### config.mk
export PLATFORM = sky130hd
export DESIGN_NAME = fpu_seq
export DESIGN_NICKNAME = d
export VERILOG_FILES = /design/src/rtl/fpu_seq.sv
export SDC_FILE = /design/constraint.sdc
export NUM_CORES = 1
export LEC_CHECK = 0
export ABC_AREA = 1
export BUFFER_PORTS_ARGS = -buffer_cell sky130_fd_sc_hd__buf_2
export CAP_MARGIN = 10
export CORE_ASPECT_RATIO = 1.1
export CORE_MARGIN = 2
export CORE_UTILIZATION = 41
export CTS_CLUSTER_DIAMETER = 100
export DETAILED_ROUTE_END_ITERATION = 10
export PLACE_DENSITY = 0.78
export REMOVE_ABC_BUFFERS = 1
export SYNTH_ARGS = -nofsm -noshare
export SYNTH_HDL_FRONTEND = slang
export SYNTH_SLANG_ARGS = --single-unit
### constraint.sdc
create_clock -name clk -period 3.43 [get_ports clk]
set_input_delay 0.686 -clock clk [delete_from_list [all_inputs] [get_ports clk]]
set_output_delay 0.686 -clock clk [all_outputs]
set_load 0.02 [all_outputs]
### src/rtl/fpu_seq.sv
`default_nettype none
// +------------------------------------------------------------------+
// | fpu_seq : multi-cycle FDIV/SQRT/FMUL sequencer over float units  |
// | Rev 1.0                                                          |
// +------------------------------------------------------------------+
module fpu_seq #(
  parameter int FINV_LAT = 1,
  parameter int SQRT_LAT = 1,
  parameter int FMUL_LAT = 0
) (
  input  logic        clk,
  input  logic        rst,
  input  logic        start,
  input  logic [5:0]  op,
  input  logic [31:0] fs,
  input  logic [31:0] ft,
  input  logic [4:0]  rd_in,
  input  logic        flush,
  output logic [31:0] u_fs,
  output logic [31:0] u_ft,
  input  logic [31:0] finv_d,
  input  logic [31:0] sqrt_d,
  input  logic [31:0] fmul_d,
  output logic        busy,
  output logic        done,
  output logic        err,
  output logic [31:0] result,
  output logic [4:0]  rd_out
);

  localparam int MAX_LAT = (FINV_LAT > SQRT_LAT)
                         ? ((FINV_LAT > FMUL_LAT) ? FINV_LAT : FMUL_LAT)
                         : ((SQRT_LAT > FMUL_LAT) ? SQRT_LAT : FMUL_LAT);
  localparam int CW = (MAX_LAT < 1) ? 1 : $clog2(MAX_LAT + 1);

  localparam logic [5:0]    OP_FMUL = 6'b000010;
  localparam logic [5:0]    OP_FDIV = 6'b000011;
  localparam logic [5:0]    OP_SQRT = 6'b000100;
  localparam logic [CW-1:0] C_FINV  = CW'(FINV_LAT);
  localparam logic [CW-1:0] C_SQRT  = CW'(SQRT_LAT);
  localparam logic [CW-1:0] C_FMUL  = CW'(FMUL_LAT);

  typedef enum logic [1:0] {
    S_IDLE = 2'd0,
    S_INV  = 2'd1,
    S_MUL  = 2'd2,
    S_SQ   = 2'd3
  } state_t;

  state_t        state_q, state_d;
  logic [CW-1:0] cnt_q, cnt_d;
  logic [31:0]   u_fs_q, u_fs_d;
  logic [31:0]   u_ft_q, u_ft_d;
  logic [31:0]   result_q, result_d;
  logic [4:0]    rd_q, rd_d;
  logic          done_q, done_d;
  logic          err_q, err_d;
  // An illegal op is reported one edge after it is sampled, aligning its
  // done/err pulse with the single-edge latency of the fastest legal op.
  logic          bad_q, bad_d;

  always_comb begin
    state_d  = state_q;
    cnt_d    = cnt_q;
    u_fs_d   = u_fs_q;
    u_ft_d   = u_ft_q;
    result_d = result_q;
    rd_d     = rd_q;
    done_d   = 1'b0;
    err_d    = 1'b0;
    bad_d    = 1'b0;

    if (flush) begin
      state_d = S_IDLE;
      cnt_d   = '0;
    end else begin
      if (bad_q) begin
        done_d   = 1'b1;
        err_d    = 1'b1;
        result_d = '0;
      end
      case (state_q)
        S_IDLE: begin
          if (start) begin
            u_fs_d = fs;
            u_ft_d = ft;
            rd_d   = rd_in;
            case (op)
              OP_FDIV: begin
                state_d = S_INV;
                cnt_d   = C_FINV;
              end
              OP_SQRT: begin
                state_d = S_SQ;
                cnt_d   = C_SQRT;
              end
              OP_FMUL: begin
                state_d = S_MUL;
                cnt_d   = C_FMUL;
              end
              default: bad_d = 1'b1;
            endcase
          end
        end
        S_INV: begin
          if (cnt_q != '0) begin
            cnt_d = cnt_q - 1'b1;
          end else begin
            // Reciprocal replaces the B operand so MUL computes fs * (1/ft).
            u_ft_d  = finv_d;
            state_d = S_MUL;
            cnt_d   = C_FMUL;
          end
        end
        S_MUL: begin
          if (cnt_q != '0) begin
            cnt_d = cnt_q - 1'b1;
          end else begin
            result_d = fmul_d;
            done_d   = 1'b1;
            state_d  = S_IDLE;
          end
        end
        S_SQ: begin
          if (cnt_q != '0) begin
            cnt_d = cnt_q - 1'b1;
          end else begin
            result_d = sqrt_d;
            done_d   = 1'b1;
            state_d  = S_IDLE;
          end
        end
        default: state_d = S_IDLE;
      endcase
    end
  end

  always_ff @(posedge clk or posedge rst) begin
    if (rst) begin
      state_q  <= S_IDLE;
      cnt_q    <= '0;
      u_fs_q   <= '0;
      u_ft_q   <= '0;
      result_q <= '0;
      rd_q     <= '0;
      done_q   <= 1'b0;
      err_q    <= 1'b0;
      bad_q    <= 1'b0;
    end else begin
      state_q  <= state_d;
      cnt_q    <= cnt_d;
      u_fs_q   <= u_fs_d;
      u_ft_q   <= u_ft_d;
      result_q <= result_d;
      rd_q     <= rd_d;
      done_q   <= done_d;
      err_q    <= err_d;
      bad_q    <= bad_d;
    end
  end

  assign u_fs   = u_fs_q;
  assign u_ft   = u_ft_q;
  assign busy   = (state_q != S_IDLE);
  assign done   = done_q;
  assign err    = err_q;
  assign result = result_q;
  assign rd_out = rd_q;

endmodule
`default_nettype wire

# --- Word-level counts from Yosys, hierarchy flattened ---
# Cells that the tools add are included.
# Widths: inputs -> output; s select.
totals:
  reg_bits: 107
  inputBits: 175
  output_inout_bits: 104
  wordCells: 62
op_classes:
  n_addsub: 1
  n_eq_ne: 13
  n_mux: 27
  bitwise: 1
  n_reduce_logical: 11
ops:
  columns: ["cell", "n"]
  rows:
  - ["$mux 32", 5]
  - ["$pmux 32 s2", 2]
  - ["$eq 6x2->1 const B", 2]
  - ["$mux 1", 12]
  - ["$pmux 2 s3", 2]
  - ["$ne 3x3->1 const B", 3]
  - ["$mux 2", 4]
  - ["$reduce_and 4->1", 2]
  - ["$eq 6x3->1 const B", 1]
  - ["$reduce_or 3->1", 2]
  - ["$ne 5x2->1 const B", 1]
  - ["$eq 2x2->1 const B", 2]
  - ["$ne 2x2->1 const B", 2]
  - ["$ne 4x3->1 const B", 1]
  - ["$pmux 1 s2", 2]
  - ["$reduce_bool 2->1", 2]
  - ["$reduce_or 2->1", 2]
  - ["$reduce_and 3->1", 1]
  - ["$eq 2x1->1 const B", 1]
  - ["$logic_not 2->1", 1]
  - ["$reduce_and 2->1", 1]
  - ["$not 1->1", 1]
  - ["$sub 1x1->1 const B", 1]

# --- Depth between registers and ports, before layout ---
# Gate-level depths: netlist of the first run.
depth:
  depth_word: 6
  mapped_depth: 10

# --- Worst setup path before layout of the first run ---
# Ideal clock, no wire load.
synth_timing:
  kind: "input -> register"
  start: "input flush"
  end: "register u_ft_q[0], in the netlist u_ft[0]"
  setup_time_ns: 0.119
  t_arrival_ns: 1.478
  setup_slack_ns: 1.833
  path_stages: 6
  cell_sequence: "nor2_1 nand2_1 a21oi_4 buf_2 nand2_1 o21a_1"
synth_via:
  elab_chain_cells: 2
synth_rtl:
  columns: ["element", "line_no", "source"]
  rows:
  - ["start, declared", "18", "input logic flush,"]
  - ["$not 1->1 (no line)", null, null]
  - ["$reduce_and 4->1 (no line)", null, null]
  - ["end signal, assigned", "153", "u_ft_q <= u_ft_d;"]
  - ["end, declared", "53", "logic [31:0] u_ft_q, u_ft_d;"]
# Every way passes these cells.
# A chain may end at the register's enable or synchronous reset.

# --- Worst setup path after layout of the first run ---
layout_timing:
  start: "register state_q[1]"
  end: "output busy"
layout_via:
  elab_chain_cells: 1
layout_rtl:
  columns: ["element", "line_no", "source"]
  rows:
  - ["start, declared", "50", "state_t state_q, state_d;"]
  - ["start signal, assigned", "150", "state_q <= state_d;"]
  - ["$reduce_bool 2->1", "164", "assign busy = (state_q != S_IDLE);"]
  - ["end, declared", "24", "output logic busy,"]
# Every way passes these cells.

==> impl_metrics.csv, run 1 <==
group,metric,value,unit
routing,viasPerCell,4.88,
clock_tree,cts_setup_buffers,0,
yosys,postSynthCellCount,604,
power_and_ir_drop,leakage,3.92,nW
routing,drc_errors,0,
power_and_ir_drop,power_density,463,nW/um2
routing,drt_iter0_markers,255,
placement,port_buffers,278,
yosys,yosys_warnings,0,
die,num_rows,42,
routing,first_pass_iters,4,
timing,setup_viol,0,
placement,dp_hpwl,9.85,mm
die,die_w,110,um
timing,worstMarginPinSlew,1.09,ns
global_routing,grt_max_degree,65,
placement,placedCellCount,1003,
die,initial_core_util,42.1,%
clock_tree,htreeDepth,3,
worst_setup_path,crit_path_end_kind,"output port",
clock_tree,clockRootBuffer,"clkbuf_16",
global_routing,track_usage,20.2,%
clock_tree,clk_latency,0.33,ns
timing,hold_slack,0.304,ns
clock_tree,clk_path_buf_depth,2,
yosys,syn-cell-area,5070,um2
timing,grt_setup_unrepaired,"false",
timing,drv_slew,0,
routing,wl,13.5,mm
timing,period_share,70.1,%
cells_and_area,layout_commonest_cell,"buf_2",
routing,wl_per_cell,13.3,um
placement,placed_cell_area,6530,um2
timing,slew_headroom,26.9,%
yosys,yosysUniqueCellTypes,20,
global_routing,antenna_found_initial,1,
clock_tree,tritoncts,"done",
yosys,avgSynthCellArea,8.39,um2
yosys,synth_top_area_share,52.8,%
yosys,synth_area_leader_cell,"dfrtp_1",
die,core,12000,um2
die,ios,279,
global_routing,grt_overflow_total,0,
global_routing,grt_pass1_vias,4524,
cells_and_area,final_cell_mix,"buf_2 (278), nand2_1 (224), dfrtp_1 (106)",
worst_setup_path,crit_type,"register to output port",
yosys,ys_ff_latch,107,
global_routing,grt_pass1_wl,21.2,mm
worst_setup_path,arrival,1.72,ns
worst_setup_path,reg2reg_slack,1.25,ns
cells_and_area,diodes,0,
min_path,hold_class,"input port to asynchronous set/reset pin",
cells_and_area,utilization,56.6,%
cells_and_area,syn_to_final_growth,34.3,%
yosys,synth_seq_area_share,52.8,%
cells_and_area,layoutNonFillerInstCount,1019,
yosys,synthTopCellsByArea,"dfrtp_1 (53%), nand2_1 (17%), nand3_1 (7.1%), a32o_1 (6.1%), o21a_1 (4.7%)",
clock_tree,ctsResizeCount,0,
routing,ant_nets,0,
job,drv_cap,0,
clock_tree,clk_pin_slew_worst_paths,0.07,ns
timing,fmax,0.416,GHz
die,fp.dieArea,13300,um2
clock_tree,numCtsBuffers,9,
timing,period_minus_slack,2.41,ns
worst_setup_path,startpoint_type,"register",
power_and_ir_drop,vdd.ir_drop.worst,0.223,mV
cells_and_area,fin_area,6810,um2
timing,fin_skew,0.00474,ns
cells_and_area,final_layout_size_suffix_gt1_share,36.1,%
die,dieHeight,121,um
placement,gp_congestion,0.811,
clock_tree,holdBufCountCts,0,
power_and_ir_drop,design_power_total,0.00315,W
routing,route.vias.total,4974,
timing,finalHoldViolCount,0,
worst_setup_path,critPathMaxFanout,51,
worst_setup_path,cp.required,2.74,ns
outcome,outcome,"finished, final reports clean",
cells_and_area,final_net_count,1035,
clock_tree,cts_sinks,107,
layout make-up:
cell class | count | area (um2)
flip-flops and latches | 107 | 2680
clock inverters | 6 | 41.3
fillers | 1161 | 5230
inverters | 47 | 181
well taps | 154 | 193
clock buffers | 10 | 239
repair buffers | 287 | 1470
multi-input cells | 408 | 2000
state kept, by name (all words and copies together), names as in the netlist:
register	flops
result	32
u_fs	32
u_ft	32
rd_out	5
state_q	2
bad_q	1
cnt_q	1
done	1
err	1
per-layer routing:
metal	global-route usage, %	vias to the layer above	part of all wire, %
li1	-	2496	-
met1	25.0	2248	41
met2	33.8	200	48
met3	4.04	28	8.3
met4	8.47	2	2.7
met5	0	-	0.12
worst paths after layout:
check                                  end        from  depth (start not counted)
min in group clk                 rd_out[3]   rd_out[3]                          2
max in group asynchronous       state_q[1]         rst                          3
worst min register to register   rd_out[3]   rd_out[3]                          2
worst max register to register    u_ft[17]  state_q[1]                          8
worst min-delay path              u_ft[24]         rst                          2
worst max-delay path                  busy  state_q[1]                          4
power breakdown:
group / switching [W] / internal, W
clock network: 0.000453 / 0.000511
registers: 0.0000763 / 0.00140
logic: 0.000437 / 0.000271
stage by stage:
stage / setup TNS (ns) / setup slack [ns]
finish: 0 / 1.03
global route: 0 / 0.886
CTS: 0 / 1.01
detailed placement: 0 / 1.26
global placement: 0 / 1.25
floorplan: -7.84 / -0.0732
cell usage after synthesis (all sizes together):
master and number:
buf 29, o21a 32, a31o 1, o21ai 33
clkbuf 13, nand2 224, a21oi 2, dfrtp 107
inv 47, nor2 11, nor3 1, a32o 31
nand3 72, nand4 1
cells by family (layout without fill, tap and decap cells):
logic type	after synthesis	after routing	synth area share (%)
AO/OA/AOI/OAI	99	99	14.7
AND/OR/NAND/NOR	309	309	24.7
flip-flops	107	107	52.8
buffers and inverters	89	350	7.73
critical path, stage by stage (launching register included):
cell	delay (ns)
dfrtp_2	0.55
buf_4	0.48
inv_2	0.08
nand2_1	0.09
buf_2	0.19
Power figures use the tool's default switching activity.
==> run 2, diff against run 1 <==
==> constraint.sdc (replaced) <==
create_clock -name clk -period 2 [get_ports clk]
set_input_delay 0.4 -clock clk [delete_from_list [all_inputs] [get_ports clk]]
set_output_delay 0.4 -clock clk [all_outputs]
set_load 0.02 [all_outputs]
==> run 2 against run 1 <==
Compared with the run above:
- die area unchanged
- non-clock buffer count increased by 5
- flip-flop and latch count unchanged
- critical endpoint unchanged
- largest cell class unchanged
- count of clock-buffer cells in the layout decreased by 1
- largest power group unchanged
- register-to-register slack got worse by 0.94 ns
- first-iteration DRC count increased by 28%
- critical path depth decreased by 1
- final area increased by 2.0%
- highest routed layer unchanged
- cell count increased by 0.29%
- clock skew about the same
- via count increased by 0.50%
- sequential share of layout area decreased by 0.77 points
==> impl_metrics.csv, run 2 (synthesized netlist as in run 1, its figures left out) <==
group,metric,value,unit
timing,hold_slack,0.195,ns
clock_tree,cts_sinks,107,
die,num_rows,42,
placement,gp_congestion,0.800,
global_routing,grt_max_degree,108,
worst_setup_path,crit_type,"register to output port",
worst_setup_path,crit_path_end_kind,"output port",
cells_and_area,final_net_count,1040,
cells_and_area,final_cell_mix,"buf_2 (278), nand2_1 (224), dfrtp_1 (106)",
die,dieHeight,121,um
timing,fmax,0.574,GHz
power_and_ir_drop,pwr-share-comb,21.0,%
job,drv_cap,0,
power_and_ir_drop,pwr-share-seq,43.4,%
worst_setup_path,worstReg2RegStart,"state_q[0]",
routing,wl_per_cell,13.4,um
routing,drc_errors,0,
routing,ant_nets,0,
power_and_ir_drop,leakage,3.99,nW
clock_tree,tritoncts,"done",
power_and_ir_drop,vdd.ir_drop.worst,0.389,mV
cells_and_area,layout_commonest_cell,"buf_2",
cells_and_area,syn_to_final_growth,37.0,%
placement,port_buffers,278,
die,core,12000,um2
worst_setup_path,crit_family,"flip-flops",
routing,viasPerCell,4.89,
die,fp.dieArea,13300,um2
min_path,hold_class,"input port to asynchronous set/reset pin",
timing,period_minus_slack,1.74,ns
timing,worstMarginPinSlew,0.621,ns
power_and_ir_drop,clock_power_share,35.5,%
clock_tree,clk_pin_slew_worst_paths,0.07,ns
worst_setup_path,worstRegToRegCells,6,
power_and_ir_drop,power_density,843,nW/um2
timing,setup_viol,0,
routing,route.vias.total,4999,
clock_tree,clockRootBuffer,"clkbuf_16",
timing,finalSetupTns,0,ns
worst_setup_path,cp.required,1.60,ns
worst_setup_path,cp_num_buf_inv,2,
worst_setup_path,reg2reg_slack,0.31,ns
worst_setup_path,cpPeakStageDelay,0.64,ns
die,die_w,110,um
clock_tree,ctsResizeCount,0,
outcome,outcome,"finished, final reports clean",
timing,fin_skew,0.00484,ns
global_routing,antenna_found_initial,1,
power_and_ir_drop,swShare,27.9,%
cells_and_area,final_layout_size_suffix_gt1_share,36.3,%
global_routing,grt_pass1_wl,21.2,mm
placement,dp_hpwl,9.97,mm
clock_tree,clk_latency,0.33,ns
worst_setup_path,critPathMaxFanout,12,
timing,finalHoldViolCount,0,
timing,slew_headroom,58.5,%
worst_setup_path,r2r-end,"u_fs[18]",
routing,drt_iter0_markers,327,
global_routing,grt_pass1_vias,4624,
clock_tree,numCtsBuffers,9,
power_and_ir_drop,intPower,0.00422,W
power_and_ir_drop,p_sw,0.00164,W
worst_setup_path,startpoint_type,"register",
timing,grt_setup_unrepaired,"false",
die,ios,279,
timing,drv_slew,0,
placement,placedCellCount,1008,
clock_tree,cts_setup_buffers,0,
clock_tree,htreeDepth,3,
cells_and_area,diodes,0,
routing,first_pass_iters,4,
worst_setup_path,crit_slowest_cell,"dfrtp_1",
worst_setup_path,arrival,1.34,ns
global_routing,grt_overflow_total,0,
worst_setup_path,path_cells,"inv_4 > nand2_1 > buf_2",
die,initial_core_util,42.1,%
clock_tree,clk_path_buf_depth,2,
timing,period_share,87.2,%
routing,wl,13.7,mm
clock_tree,holdBufCountCts,0,
global_routing,track_usage,20.2,%
cells_and_area,layoutNonFillerInstCount,1022,
run 2: cell count changes in the layout (fill, tap and decap cells not counted), sizes merged:
cell,before,now
clkbuf,10,9
clkinv,3,0
clkinvlp,3,1
buf,287,292
bufinv,0,4
run 2: final cells by class:
| class | instances | area (um2) |
|---|---|---|
| fillers | 1098 | 5090 |
| flip-flops and latches | 107 | 2680 |
| multi-input cells | 408 | 2000 |
| repair buffers | 292 | 1530 |
| clock buffers | 9 | 225 |
| well taps | 154 | 193 |
| inverters | 47 | 181 |
| clock inverters | 5 | 128 |
run 2: metrics by stage:
stage          setup WS (ns)  area (um2)  util (%)  power (W)
6_report               0.256        6940      57.7    0.00585
5_1_grt                0.108        6940      57.7    0.00615
4_1_cts                0.259        6940      57.7    0.00592
3_5_place_dp           0.333        6590      54.8    0.00382
3_3_place_gp           0.376        6590      54.8    0.00380
2_1_floorplan          -1.41        4860         -    0.00325
run 2: tightest hold or removal path: stages:
cell    delay, ns
buf_2        0.11
inv_4        0.05
buf_12       0.43
run 2: power groups by stage:
stage / Combinational, W / Clock, W / Sequential (W)
3_5_place_dp: 0.00125 / 0 / 0.00257
4_1_cts: 0.00125 / 0.00213 / 0.00254
5_1_grt: 0.00135 / 0.00223 / 0.00257
6_report: 0.00123 / 0.00208 / 0.00254
2_1_floorplan: 0.000374 / 0 / 0.00287
3_3_place_gp: 0.00122 / 0 / 0.00258
run 2: worst max-delay path by stage:
| stage | from | endpoint | cells past startpoint |
|---|---|---|---|
| 2_1_floorplan | state_q[1] | rd_out[0] | 6 |
| 3_3_place_gp | flush | u_ft[3] | 7 |
| 3_5_place_dp | state_q[0] | u_fs[18] | 6 |
| 4_1_cts | state_q[0] | busy | 3 |
| 5_1_grt | state_q[0] | u_fs[0] | 6 |
| 6_report | state_q[0] | busy | 3 |
run 2: per-layer routing:
| layer | GRT usage, % | wire (um) |
|---|---|---|
| met5 | 0 | 13 |
| met2 | 34.5 | 6610 |
| met3 | 5.28 | 1190 |
| met4 | 7.91 | 346 |
| met1 | 24.0 | 5570 |
==> run 3, diff against run 2 <==
--- a/config.mk
+++ b/config.mk
@@ -10,10 +10,11 @@
 export CAP_MARGIN = 10
 export CORE_ASPECT_RATIO = 1.1
 export CORE_MARGIN = 2
-export CORE_UTILIZATION = 41
+export CORE_UTILIZATION = 42
+export CTS_BUF_LIST = sky130_fd_sc_hd__clkbuf_4 sky130_fd_sc_hd__clkbuf_8
 export CTS_CLUSTER_DIAMETER = 100
 export DETAILED_ROUTE_END_ITERATION = 10
-export PLACE_DENSITY = 0.78
+export PLACE_DENSITY = 0.79
 export REMOVE_ABC_BUFFERS = 1
 export SYNTH_ARGS = -nofsm -noshare
 export SYNTH_HDL_FRONTEND = slang
==> run 3 against run 2 <==
Compared with the run above:
- clock power decreased by 25%
- sequential power about the same
- total power decreased by 9.1%
- cell count increased by 0.20%
- flip-flop and latch count unchanged
- combinational power about the same
- critical path depth unchanged
- first-iteration DRC count decreased by 16%
- largest cell class unchanged
- largest power group unchanged
==> impl_metrics.csv, run 3 (synthesized netlist as in run 1, its figures left out) <==
group,metric,value,unit
outcome,outcome,"finished, final reports clean",
clock_tree,clk_path_buf_depth,2,
timing,period_minus_slack,1.81,ns
worst_setup_path,crit_slowest_cell,"dfrtp_1",
placement,port_buffers,278,
cells_and_area,final_layout_size_suffix_gt1_share,36.4,%
cells_and_area,final_cell_mix,"buf_2 (278), nand2_1 (224), dfrtp_1 (106)",
worst_setup_path,startpoint_type,"register",
worst_setup_path,cpPeakStageDelay,0.66,ns
cells_and_area,utilization,57.4,%
power_and_ir_drop,leakage,3.94,nW
worst_setup_path,crit_family,"flip-flops",
die,core,11900,um2
clock_tree,clk_latency,0.36,ns
placement,placed_cell_area,6600,um2
cells_and_area,syn_to_final_growth,35.0,%
clock_tree,clk_pin_slew_worst_paths,0.10,ns
worst_setup_path,crit_type,"register to output port",
global_routing,grt_pass1_vias,4565,
worst_setup_path,cp_num_buf_inv,2,
clock_tree,holdBufCountCts,0,
global_routing,track_usage,19.7,%
routing,met1Wirelength,5.15,mm
power_and_ir_drop,vdd.ir_drop.worst,0.416,mV
worst_setup_path,cp.required,1.60,ns
routing,met2_length,6.44,mm
die,die_w,109,um
routing,viasPerCell,4.86,
cells_and_area,fin_area,6840,um2
timing,finalSetupTns,0,ns
global_routing,grt_pass1_wl,20.3,mm
timing,fmax,0.553,GHz
routing,wl_per_cell,12.8,um
die,initial_core_util,42.5,%
global_routing,grt_overflow_total,0,
timing,fin_ws,0.191,ns
worst_setup_path,critPathMaxFanout,12,
global_routing,grt_max_degree,65,
timing,worstMarginPinSlew,0.611,ns
routing,route.vias.total,4979,
job,drv_cap,0,
global_routing,antenna_found_initial,1,
routing,drc_errors,0,
min_path,hold_class,"input port to asynchronous set/reset pin",
placement,dp_slack,0.327,ns
timing,grt_setup_unrepaired,"false",
timing,slew_headroom,59.2,%
clock_tree,cts_setup_buffers,0,
routing,route.met3.wl,1.12,mm
clock_tree,ctsResizeCount,0,
power_and_ir_drop,design_power_total,0.00532,W
power_and_ir_drop,power_density,777,nW/um2
die,num_rows,42,
clock_tree,htreeDepth,3,
worst_setup_path,path_cells,"inv_4 > nand2_1 > buf_2",
clock_tree,tritoncts,"done",
routing,wl,13.1,mm
clock_tree,numCtsBuffers,9,
cells_and_area,fill_cells,1082,
die,dieHeight,119,um
worst_setup_path,arrival,1.41,ns
die,ios,279,
placement,dp_hpwl,9.82,mm
routing,ant_nets,0,
timing,setup_viol,0,
clock_tree,cts_sinks,107,
cells_and_area,layout_commonest_cell,"buf_2",
timing,drv_slew,0,
cells_and_area,final_net_count,1039,
routing,first_pass_iters,6,
die,fp.dieArea,13000,um2
placement,gp_congestion,0.803,
worst_setup_path,crit_path_end_kind,"output port",
timing,finalHoldViolCount,0,
routing,highest_layer,"met4",
clock_tree,clockRootBuffer,"clkbuf_8",
routing,drt_iter0_markers,274,
timing,fin_skew,0.0101,ns
timing,period_share,90.4,%
-- run 3: cell types whose count changed in the layout (fill, tap and decap cells not counted) --
| cell | change |
|---|---|
| clkbuf_16 | -9 |
| clkbuf_8 | +9 |
| buf_4 | -2 |
| buf_12 | +1 |
| bufinv_16 | -1 |
| clkbuf_4 | +1 |
| clkinv_4 | +1 |
| clkinvlp_4 | +1 |
| diode_2 | +1 |
-- run 3: metrics by stage --
| step | hold slack [ns] | std cells |
|---|---|---|
| 4_1_cts | 0.0330 | 1023 |
| 5_1_grt | 0.0548 | 1023 |
| 3_3_place_gp | 0.438 | 1007 |
| 2_1_floorplan | 0.517 | 562 |
| 3_5_place_dp | 0.441 | 1007 |
| 6_report | 0.0371 | 1024 |
-- run 3: worst paths after layout --
path	start	to	slack (ns)	depth (start not counted)
setup / recovery	state_q[0]	busy	0.19	3
hold / removal	rst	u_ft[9]	0.04	2
setup reg to reg	state_q[0]	u_fs[29]	0.31	6
hold reg to reg	u_fs[14]	u_fs[14]	0.47	2
max in group asynchronous	rst	result[31]	1.42	3
min in group clk	fs[2]	u_fs[2]	0.23	3
-- run 3: power breakdown --
part           switching [W]  leakage [nW]  total [W]  internal (W)
Combinational       0.000754          2.49    0.00123      0.000476
Clock               0.000710         0.116    0.00156      0.000848
Sequential          0.000130          1.33    0.00253       0.00240
-- run 3: metal layers --
metal	vias up	global-route usage (%)
li1	2495	-
met1	2246	22.2
met2	205	34.7
met3	33	4.38
met4	0	9.86
met5	-	0
-- run 3: area by class of cell --
type	instances	area, um2	area share (%)
Timing Repair Buffer	291	1540	22.5
Antenna cell	1	2.50	0.0366
Clock inverter	6	114	1.66
Clock buffer	10	131	1.92
Inverter	47	181	2.65
Sequential cell	107	2680	39.1
Tap cell	154	193	2.82
Multi-Input combinational cell	408	2000	29.3
